[config.mk]
export PLATFORM = sky130hd
export DESIGN_NAME = game_timer_flat
export DESIGN_NICKNAME = d
export VERILOG_FILES = /design/src/rtl/game_timer_if.sv /design/src/rtl/game_timer.sv /design/src/flat_wrapper.sv
export SDC_FILE = /design/constraint.sdc
export NUM_CORES = 1
export LEC_CHECK = 0
export BUFFER_PORTS_ARGS = -buffer_cell sky130_fd_sc_hd__clkbuf_2
export CORE_MARGIN = 3
export CORE_UTILIZATION = 50
export DETAILED_ROUTE_END_ITERATION = 8
export GPL_TIMING_DRIVEN = 0
export HOLD_SLACK_MARGIN = 0.08
export PLACE_DENSITY_LB_ADDON = 0.2
export SLEW_MARGIN = 0
export SYNTH_ARGS = -nofsm -noshare
export SYNTH_HDL_FRONTEND = slang
export SYNTH_SLANG_ARGS = --single-unit
[constraint.sdc]
create_clock -name clock -period 3.1 [get_ports clock]
set_input_delay 0.155 -clock clock [delete_from_list [all_inputs] [get_ports clock]]
set_output_delay 0.155 -clock clock [all_outputs]
set_load 0.005 [all_outputs]
[src/rtl/game_timer_if.sv]
// -----------------------------------------------------------------------------
// game_timer_if
//   Signal bundle between the whack-a-mole game logic and the countdown timer.
//   master : the game side; drives start/tick and observes the timer state.
//   slave  : the timer itself; samples start/tick and drives all status.
//   Signals:
//     start          1  one-cycle start/restart pulse (debounced button)
//     tick           1  1 Hz divider level; only its rising edge counts
//     running        1  high while counting down
//     timer_expired  1  level, high from expiry until the next start/reset
//     expired_pulse  1  one-cycle pulse when timer_expired first rises
//     seconds_left   7  remaining seconds, binary
//     bcd_tens       4  tens digit of seconds_left
//     bcd_ones       4  ones digit of seconds_left
//     warning        1  running and seconds_left at or below the warn level
// -----------------------------------------------------------------------------
interface game_timer_if;
  logic       start;
  logic       tick;
  logic       running;
  logic       timer_expired;
  logic       expired_pulse;
  logic [6:0] seconds_left;
  logic [3:0] bcd_tens;
  logic [3:0] bcd_ones;
  logic       warning;

  modport master (
    output start,
    output tick,
    input  running,
    input  timer_expired,
    input  expired_pulse,
    input  seconds_left,
    input  bcd_tens,
    input  bcd_ones,
    input  warning
  );

  modport slave (
    input  start,
    input  tick,
    output running,
    output timer_expired,
    output expired_pulse,
    output seconds_left,
    output bcd_tens,
    output bcd_ones,
    output warning
  );
endinterface

[src/rtl/game_timer.sv]
// -----------------------------------------------------------------------------
// game_timer
//   Whole-second countdown for the whack-a-mole game. Counts down from
//   GAME_SECONDS on each rising edge of the 1 Hz tick, keeps a binary and a
//   BCD copy of the remaining time in lockstep, flags the last WARN_SECONDS
//   of play and reports expiry as a level plus a one-cycle pulse.
//   Parameters:
//     GAME_SECONDS  game length, 1..99
//     WARN_SECONDS  warning threshold, 0..GAME_SECONDS
//   Ports:
//     clock  100 MHz system clock, rising edge
//     reset  synchronous, active-high
//     bus    game_timer_if.slave (start/tick in, status and count out)
//   All outputs come straight from registers.
// -----------------------------------------------------------------------------
module game_timer #(
  parameter int unsigned GAME_SECONDS = 30,
  parameter int unsigned WARN_SECONDS = 5
) (
  input  logic         clock,
  input  logic         reset,
  game_timer_if.slave  bus
);

  // Digit split of the game length is a constant; no divider is built.
  localparam logic [6:0] GAME_BIN  = 7'(GAME_SECONDS);
  localparam logic [3:0] GAME_TENS = 4'(GAME_SECONDS / 10);
  localparam logic [3:0] GAME_ONES = 4'(GAME_SECONDS % 10);
  localparam logic [6:0] WARN_BIN  = 7'(WARN_SECONDS);
  localparam logic       GAME_WARN = (GAME_BIN <= WARN_BIN);

  typedef enum logic [1:0] {
    IDLE    = 2'd0,
    RUNNING = 2'd1,
    EXPIRED = 2'd2
  } state_t;

  state_t state;
  logic   tick_q;
  logic   tick_pend;
  logic   tick_rise;
  logic   start_take;

  assign tick_rise  = bus.tick & ~tick_q;
  // A start is only honoured outside RUNNING; when it is, a tick edge seen
  // in the same cycle is thrown away so the fresh game starts at full count.
  assign start_take = bus.start & (state != RUNNING);

  // NOTE: every state register is assigned with <= so all of them update
  // from the same pre-edge values; a blocking = here would let later
  // statements see half-updated state and change behaviour with ordering.
  always_ff @(posedge clock) begin
    if (reset) begin
      state             <= IDLE;
      tick_q            <= 1'b0;
      tick_pend         <= 1'b0;
      bus.running       <= 1'b0;
      bus.timer_expired <= 1'b0;
      bus.expired_pulse <= 1'b0;
      bus.warning       <= 1'b0;
      bus.seconds_left  <= GAME_BIN;
      bus.bcd_tens      <= GAME_TENS;
      bus.bcd_ones      <= GAME_ONES;
    end else begin
      tick_q            <= bus.tick;
      // The detected edge is registered once before it moves the counter,
      // so a tick first sampled at edge N shows its decrement after N+1.
      tick_pend         <= tick_rise & ~start_take;
      bus.expired_pulse <= 1'b0;

      case (state)
        IDLE, EXPIRED: begin
          if (bus.start) begin
            state             <= RUNNING;
            bus.running       <= 1'b1;
            bus.timer_expired <= 1'b0;
            bus.seconds_left  <= GAME_BIN;
            bus.bcd_tens      <= GAME_TENS;
            bus.bcd_ones      <= GAME_ONES;
            bus.warning       <= GAME_WARN;
          end
        end

        RUNNING: begin
          if (tick_pend) begin
            if (bus.seconds_left == 7'd1) begin
              // Last second: land on zero and stop, never wrap below it.
              state             <= EXPIRED;
              bus.running       <= 1'b0;
              bus.timer_expired <= 1'b1;
              bus.expired_pulse <= 1'b1;
              bus.warning       <= 1'b0;
              bus.seconds_left  <= 7'd0;
              bus.bcd_tens      <= 4'd0;
              bus.bcd_ones      <= 4'd0;
            end else begin
              bus.seconds_left <= bus.seconds_left - 7'd1;
              bus.warning      <= ((bus.seconds_left - 7'd1) <= WARN_BIN);
              // BCD borrow: 0 in the ones place rolls to 9 and takes a ten.
              if (bus.bcd_ones == 4'd0) begin
                bus.bcd_ones <= 4'd9;
                bus.bcd_tens <= bus.bcd_tens - 4'd1;
              end else begin
                bus.bcd_ones <= bus.bcd_ones - 4'd1;
              end
            end
          end
        end

        default: begin
          state       <= IDLE;
          bus.running <= 1'b0;
          bus.warning <= 1'b0;
        end
      endcase
    end
  end

endmodule

[src/flat_wrapper.sv]
// flat-port wrapper written by rule: the top's interface ports become plain ports
module game_timer_flat 
#(
  parameter int unsigned GAME_SECONDS = 30,
  parameter int unsigned WARN_SECONDS = 5
)
  (clock, reset, bus_start, bus_tick, bus_running, bus_timer_expired, bus_expired_pulse, bus_seconds_left, bus_bcd_tens, bus_bcd_ones, bus_warning);
  game_timer_if bus_i ();
  input  logic clock;
  input  logic reset;
  input wire logic [$bits(bus_i.start)-1:0] bus_start;
  input wire logic [$bits(bus_i.tick)-1:0] bus_tick;
  output wire logic [$bits(bus_i.running)-1:0] bus_running;
  output wire logic [$bits(bus_i.timer_expired)-1:0] bus_timer_expired;
  output wire logic [$bits(bus_i.expired_pulse)-1:0] bus_expired_pulse;
  output wire logic [$bits(bus_i.seconds_left)-1:0] bus_seconds_left;
  output wire logic [$bits(bus_i.bcd_tens)-1:0] bus_bcd_tens;
  output wire logic [$bits(bus_i.bcd_ones)-1:0] bus_bcd_ones;
  output wire logic [$bits(bus_i.warning)-1:0] bus_warning;
  assign bus_i.start = bus_start;
  assign bus_i.tick = bus_tick;
  assign bus_running = bus_i.running;
  assign bus_timer_expired = bus_i.timer_expired;
  assign bus_expired_pulse = bus_i.expired_pulse;
  assign bus_seconds_left = bus_i.seconds_left;
  assign bus_bcd_tens = bus_i.bcd_tens;
  assign bus_bcd_ones = bus_i.bcd_ones;
  assign bus_warning = bus_i.warning;
  game_timer #(.GAME_SECONDS(GAME_SECONDS), .WARN_SECONDS(WARN_SECONDS)) u_core (.clock(clock), .reset(reset), .bus(bus_i));
endmodule
==> key figures, run 1 <==
Route
  – Via density: 5.888
  – Routed Antenna Nets: 0
  – Drt pass-1 iters: 4
  – Detailed-route via count: 1207
  – WL/cell: 14.80 um
  – # DRC: 0
  – DRT iter0 DRCs: 48
  – WL final: 3035 um

Synthesis
  – Synth cell types: 48
  – Ys async rst share: 0
  – Mean Syn Cell Area: 8.733 um2
  – Top cells by count, synth: 23 x dfxtp_1, 12 x a21oi_1, 10 x inv_1, 10 x nor2_1, 8 x nand2_1
  – Area leader, netlist: dfxtp_1
  – Top-count cell post-synth: dfxtp_1
  – Top_reg_cell synth: dfxtp_1
  – #FFs+latches synth: 23
  – Post-synthesis sequential area ratio: 0.3515
  – Yosys top cell area share: 0.3515
  – Syn Nets: 160
  – Synth warn: 0
  – Dominant cells by area after synthesis: dfxtp_1 35%, ha_1 5.7%, a21oi_1 4.6%
  – Synth Cell Area: 1310 um2
  – Mapped Cells: 150
  – Number of synthesized flops with an enable pin: 0

Floorplan
  – DIE HEIGHT: 57.19 um
  – Initial Util: 0.5599
  – Die ar.: 3270 um2
  – Core Rows: 17
  – I/O pins: 23
  – Die width: 57.19 um
  – Core footprint: 2340 um2

Power and ir drop
  – Leakage Power: 0.0006258 uW
  – Worst vdd ir: 0.3283 mV
  – Total power: 541.2 uW
  – Power per standard cell area: 362.9 nW/um2

Clock tree
  – Clk_lat worst skew: 0.31 ns
  – Post-CTS sizing: 0
  – TritonCTS clock tree: built
  – Num CTS Buffers: 3
  – Root buf cell: clkbuf_4
  – H-tree depth: 1
  – Clk slew on worst S/H paths: 0.12 ns
  – Post-CTS Setup Inserts: 0
  – CTS sink cnt: 23
  – Clock tree buffer depth: 2

Placed design
  – Detailed Place HPWL: 2222 um
  – # port buffers: 22
  – Post-DP Area: 1455 um2
  – RePlAce Congestion: 0.8101
  – Dpl cells: 200

Setup path
  – Worst-path fanout max: 7
  – Reg2Reg Depth: 6
  – CP Depth: 6
  – CP Capture Type: flip-flop
  – Crit Path Category: reg -> reg
  – CP delay by family, top: compound AO/OA/AOI/OAI gates
  – Startpoint Class: flip-flop
  – Slowest-stage cell, CP: a21oi_1
  – Max stage delay on crit path: 0.53 ns
  – Cells along the critical path: inv_1 -> ha_1 -> nor3b_4 -> a21oi_1 -> nand2b_1 -> a311oi_1
  – Crit path arrival time: 2.18 ns
  – Worst endpoint required time: 3.33 ns
  – CP bufs+invs: 1

Finish
  – Final Non-Filler Cells: 205
  – # nets final: 188
  – Area delta synth->final: 13.85%
  – Layout cells sized above 1: 0.2486
  – Antenna diode count: 0
  – Storage cell area: 460.4 um2
  – Multi-input logic area: 760.7 um2
  – Fillers: 211
  – Finished Cell Area: 1491 um2

Global routing
  – Gr usage total: 0.1950
  – First-pass GRT wire length: 5126 um
  – Total grt overflow: 0
  – Via count of the first global-routing pass: 1124
  – Largest net degree at the start of global routing: 13
  – Initial antenna violation count: 0

STA
  – Fmax: 511.9 MHz
  – Max-slew violation count: 0
  – Minimum clock period: 1.953 ns
  – Relative slew margins: 0.5257
  – Hold Vio Cnt, Final: 0
  – Clk_skew: 0.007481 ns
  – Pin slew with the least headroom to its limit: 0.7100 ns
  – Setup TNS: 0 ns
  – Final setup fails: 0
  – RSZ-0062 raised after global routing: no
  – Crit share post-route: 0.6302

Status
  – Status: completed

Hold path
  – Worst min path class: in -> reg
  – Min-Delay Path Depth: 2

Flow run
  – MaxCap Viol Count: 0
-- what timing repair did --
item	in CTS	in global routing
hold buffers	1	0
endpoints found under the hold margin	2	0
setup endpoints to repair	0	0
-- cell type report --
type                       instances  area share
sequential                        23      0.3087
multi-input combinational        109      0.5101
timing repair buffer              23     0.08054
clock buffer                       4     0.01762
tap                               28     0.02349
buffer                             8     0.03440
inverter                          10     0.02517
-- routing by layer --
| metal | GRT usage | routed length [um] | up-vias |
|---|---|---|---|
| met4 | 0.02980 | 15 | 0 |
| li1 | - | - | 608 |
| met1 | 0.2610 | 1439 | 559 |
| met2 | 0.3295 | 1450 | 38 |
| met5 | 0 | 0 | - |
| met3 | 0.04072 | 130 | 2 |
-- worst reg2reg max path, delay by kind of cell, from the launching register on --
| kind | cells | cell delay, ns |
|---|---|---|
| AO/OA/AOI/OAI | 2 | 0.79 |
| buffers and inverters | 1 | 0.10 |
| adder cells (fa/ha/maj) | 1 | 0.21 |
| AND/OR/NAND/NOR | 2 | 0.29 |
| flip-flops | 1 | 0.48 |
-- where the power goes --
part           internal (uW)  switching, uW
clock network           50.2           84.6
registers                305           11.5
logic                   34.9           54.6
total                    390            151
-- cell families (layout without fill, tap and decap cells) --
kind of cell / count (synthesis) / count (layout) / share of synthesized area
and+or+nand+nor: 51 / 51 / 0.2397
adders and majority gates: 6 / 6 / 0.05731
buffers and inverters: 18 / 45 / 0.06782
xor gates and xnor gates: 1 / 1 / 0.006687
AOI/OAI and AO/OA: 50 / 50 / 0.2693
muxes: 1 / 1 / 0.007641
DFF: 23 / 23 / 0.3515
-- metrics by stage --
stage                     hold slack (ns)  utilization  setup slack, ns
after floorplan                    0.2381            -            1.456
after global placement             0.3704       0.6219            1.288
after detailed placement           0.3859       0.6219            1.201
after CTS                         0.09688       0.6374            1.151
after global routing               0.1228       0.6374           0.9057
final                              0.1144       0.6374            1.147
-- final timing paths --
check                                                start                      to  slack [ns]
worst min-delay path                                 reset        u_core.tick_pend        0.11
worst max register to register  u_core.bus.seconds_left[1]  u_core.bus.bcd_tens[3]        1.15
worst min register to register               u_core.tick_q        u_core.tick_pend        0.42
worst max-delay path            u_core.bus.seconds_left[1]  u_core.bus.bcd_tens[3]        1.15
-- placed cells by master, fill, tap and decap left out, types with 2 or more instances in the layout --
| cell | n |
|---|---|
| ha_1 | 6 |
| o21bai_1 | 2 |
| nor3_1 | 4 |
| buf_2 | 4 |
| o31ai_1 | 2 |
| dfxtp_1 | 23 |
| inv_1 | 10 |
| o22ai_1 | 2 |
| and3b_1 | 2 |
| o21ai_2 | 2 |
| a21oi_1 | 12 |
| nor2_1 | 10 |
| nor3_2 | 2 |
| clkbuf_2 | 22 |
| clkbuf_1 | 4 |
| nand3_1 | 3 |
| o211ai_1 | 2 |
| a21oi_2 | 2 |
| nor2b_1 | 2 |
| nand3b_1 | 2 |
| a211oi_1 | 2 |
| nor3b_1 | 2 |
| nand2_1 | 8 |
| nand2b_1 | 5 |
| clkbuf_4 | 3 |
| a221o_1 | 4 |
| o21ai_0 | 5 |
| a31oi_1 | 6 |
| a311oi_1 | 2 |
-- sequential cells by signal, summed over array words and instances, names as in the netlist --
name                      cells
u_core.bus.bcd_ones           4
u_core.bus.bcd_tens           4
u_core.bus.expired_pulse      1
u_core.bus.running            1
u_core.bus.seconds_left       7
u_core.bus.timer_expired      1
u_core.bus.warning            1
u_core.state                  2
u_core.tick_pend              1
u_core.tick_q                 1
No activity file was read; power rests on OpenSTA's default activity.
==> inputs of run 2 (changes only) <==
clock period = 1.95 ns   (was 3.1 ns; I/O delays follow)
==> run 2 against run 1 <==
Compared with the run above:
- largest cell class unchanged
- hold slack improved by 0.024 ns
- sequential share of layout area fell by 0.62 points
- largest power group unchanged
- count of clock-buffer cells in the layout did not move
- critical path type unchanged
==> key figures, run 2 (synthesis gave the netlist of run 1 again) <==
Status
  – Status: completed

Clock tree
  – Clock tree buffer depth: 2
  – TritonCTS clock tree: built
  – Num CTS Buffers: 3
  – CTS sink cnt: 23
  – Root buf cell: clkbuf_4
  – H-tree depth: 1
  – Clk_lat worst skew: 0.31 ns
  – Clk slew on worst S/H paths: 0.12 ns

Global routing
  – First-pass GRT wire length: 5140 um
  – Largest net degree at the start of global routing: 13
  – Total grt overflow: 0
  – Via count of the first global-routing pass: 1123
  – Gr usage total: 0.1959
  – Initial antenna violation count: 0

Floorplan
  – Core Rows: 17
  – Initial Util: 0.5599
  – Die width: 57.19 um
  – Die ar.: 3270 um2
  – Core footprint: 2340 um2
  – DIE HEIGHT: 57.19 um
  – I/O pins: 23

Route
  – Routed Antenna Nets: 0
  – Metal2 WL: 1435 um
  – DRT iter0 DRCs: 43
  – WL/cell: 14.90 um
  – Drt pass-1 iters: 4
  – Via density: 5.813
  – WL met1: 1493 um
  – # DRC: 0
  – DR top layer: met4
  – WL final: 3099 um
  – Detailed-route via count: 1209
  – Met3 WL: 140 um

Finish
  – Leading registers by flop count: u_core.bus.seconds_left (7), u_core.bus.bcd_ones (4), u_core.bus.bcd_tens (4)
  – Max reg flops: 7
  – Finished Cell Area: 1530 um2
  – Final Util: 0.6540
  – Layout cells sized above 1: 0.2722
  – Most frequent cells in the layout: 22 x clkbuf_2, 21 x dfxtp_1, 11 x a21oi_1
  – # nets final: 191
  – Commonest non-fill, non-tap cell in the layout: clkbuf_2
  – Top reg by flops: u_core.bus.seconds_left
  – Area delta synth->final: 16.81%
  – Fillers: 204
  – Antenna diode count: 0

Placed design
  – Detailed Place HPWL: 2222 um
  – RePlAce Congestion: 0.8101
  – Post-DP Area: 1455 um2
  – Place WS: 0.05088 ns
  – # port buffers: 22

Setup path
  – Worst-path fanout max: 10
  – Crit Path Category: reg -> reg
  – Crit path arrival time: 2.02 ns
  – CP Capture Type: flip-flop
  – Worst endpoint required time: 2.16 ns
  – Reg2Reg Depth: 7
  – Startpoint Class: flip-flop

STA
  – Relative slew margins: 0.6626
  – Minimum clock period: 1.807 ns
  – Fmax: 553.4 MHz
  – Crit share post-route: 0.9267
  – Pin slew with the least headroom to its limit: 0.5061 ns
  – Final worst slack: 0.1429 ns
  – Hold Vio Cnt, Final: 0
  – Final setup fails: 0
  – Max-slew violation count: 0
  – Clk_skew: 0.006646 ns

Hold path
  – Worst min path class: in -> reg
  – Min-Delay Path Depth: 3

Power and ir drop
  – Internal: 625.0 uW
  – Switch Pwr: 241.8 uW
  – Clock Power Share: 0.248
  – Leakage Power: 0.0006442 uW
  – Comb power frac: 0.169
  – Power per standard cell area: 566.4 nW/um2
  – Total power: 866.7 uW
  – Sw frac: 0.2789
  – Worst vdd ir: 0.5377 mV
  – Seq pwr share: 0.582

Flow run
  – MaxCap Viol Count: 0
==> run 2: critical path, stage by stage, from the launching register on <==
cell and delay, ns:
dfxtp_2 0.38, inv_1 0.08, ha_1 0.17, nor3b_4 0.32, and2_4 0.22, buf_12 0.12
o21ai_1 0.07, a221o_1 0.35
==> run 2: path summary, 6_finish.rpt <==
path / startpoint / slack [ns] / end
hold / removal: bus_start / 0.14 / u_core.state[1]
setup / recovery: u_core.bus.seconds_left[1] / 0.14 / u_core.bus.seconds_left[3]
hold reg to reg: u_core.bus.timer_expired / 0.48 / u_core.bus.timer_expired
setup reg to reg: u_core.bus.seconds_left[1] / 0.14 / u_core.bus.seconds_left[3]
==> run 2: power groups by stage <==
stage | registers (uW) | clock network [uW] | logic (uW)
floorplan | 512 | 0 | 95.9
global placement | 512 | 0 | 134
detailed placement | 514 | 0 | 139
CTS | 503 | 230 | 144
global route | 508 | 241 | 165
finish | 505 | 215 | 147
==> run 2: final cells by class <==
cell class / count / area [um2] / area share
Timing Repair Buffer: 26 / 147.6 / 0.09648
Tap cell: 28 / 35.03 / 0.02289
Inverter: 10 / 37.54 / 0.02453
Sequential cell: 23 / 462.9 / 0.3025
Multi-Input combinational cell: 109 / 769.5 / 0.5029
Buffer: 8 / 51.30 / 0.03352
Clock buffer: 4 / 26.28 / 0.01717
==> run 2: metrics by stage <==
stage | setup TNS [ns] | hold WS [ns] | cells
2_1_floorplan | 0 | 0.1806 | 150
3_3_place_gp | 0 | 0.3129 | 200
3_5_place_dp | 0 | 0.3284 | 200
4_1_cts | 0 | 0.1269 | 207
5_1_grt | -0.02967 | 0.1410 | 208
6_report | 0 | 0.1388 | 208
==> run 2: timing repair <==
item	in CTS	in global routing
gates resized for setup	0	4
setup buffers	0	1
hold buffers	3	0
endpoints found under the setup margin	0	12
hold endpoints to repair	3	0
==> run 2: metal layers <==
metal / vias up / global-route usage
met4: 0 / 0.02980
met1: 558 / 0.2624
met5: - / 0
met2: 37 / 0.3312
met3: 4 / 0.04072
li1: 610 / -
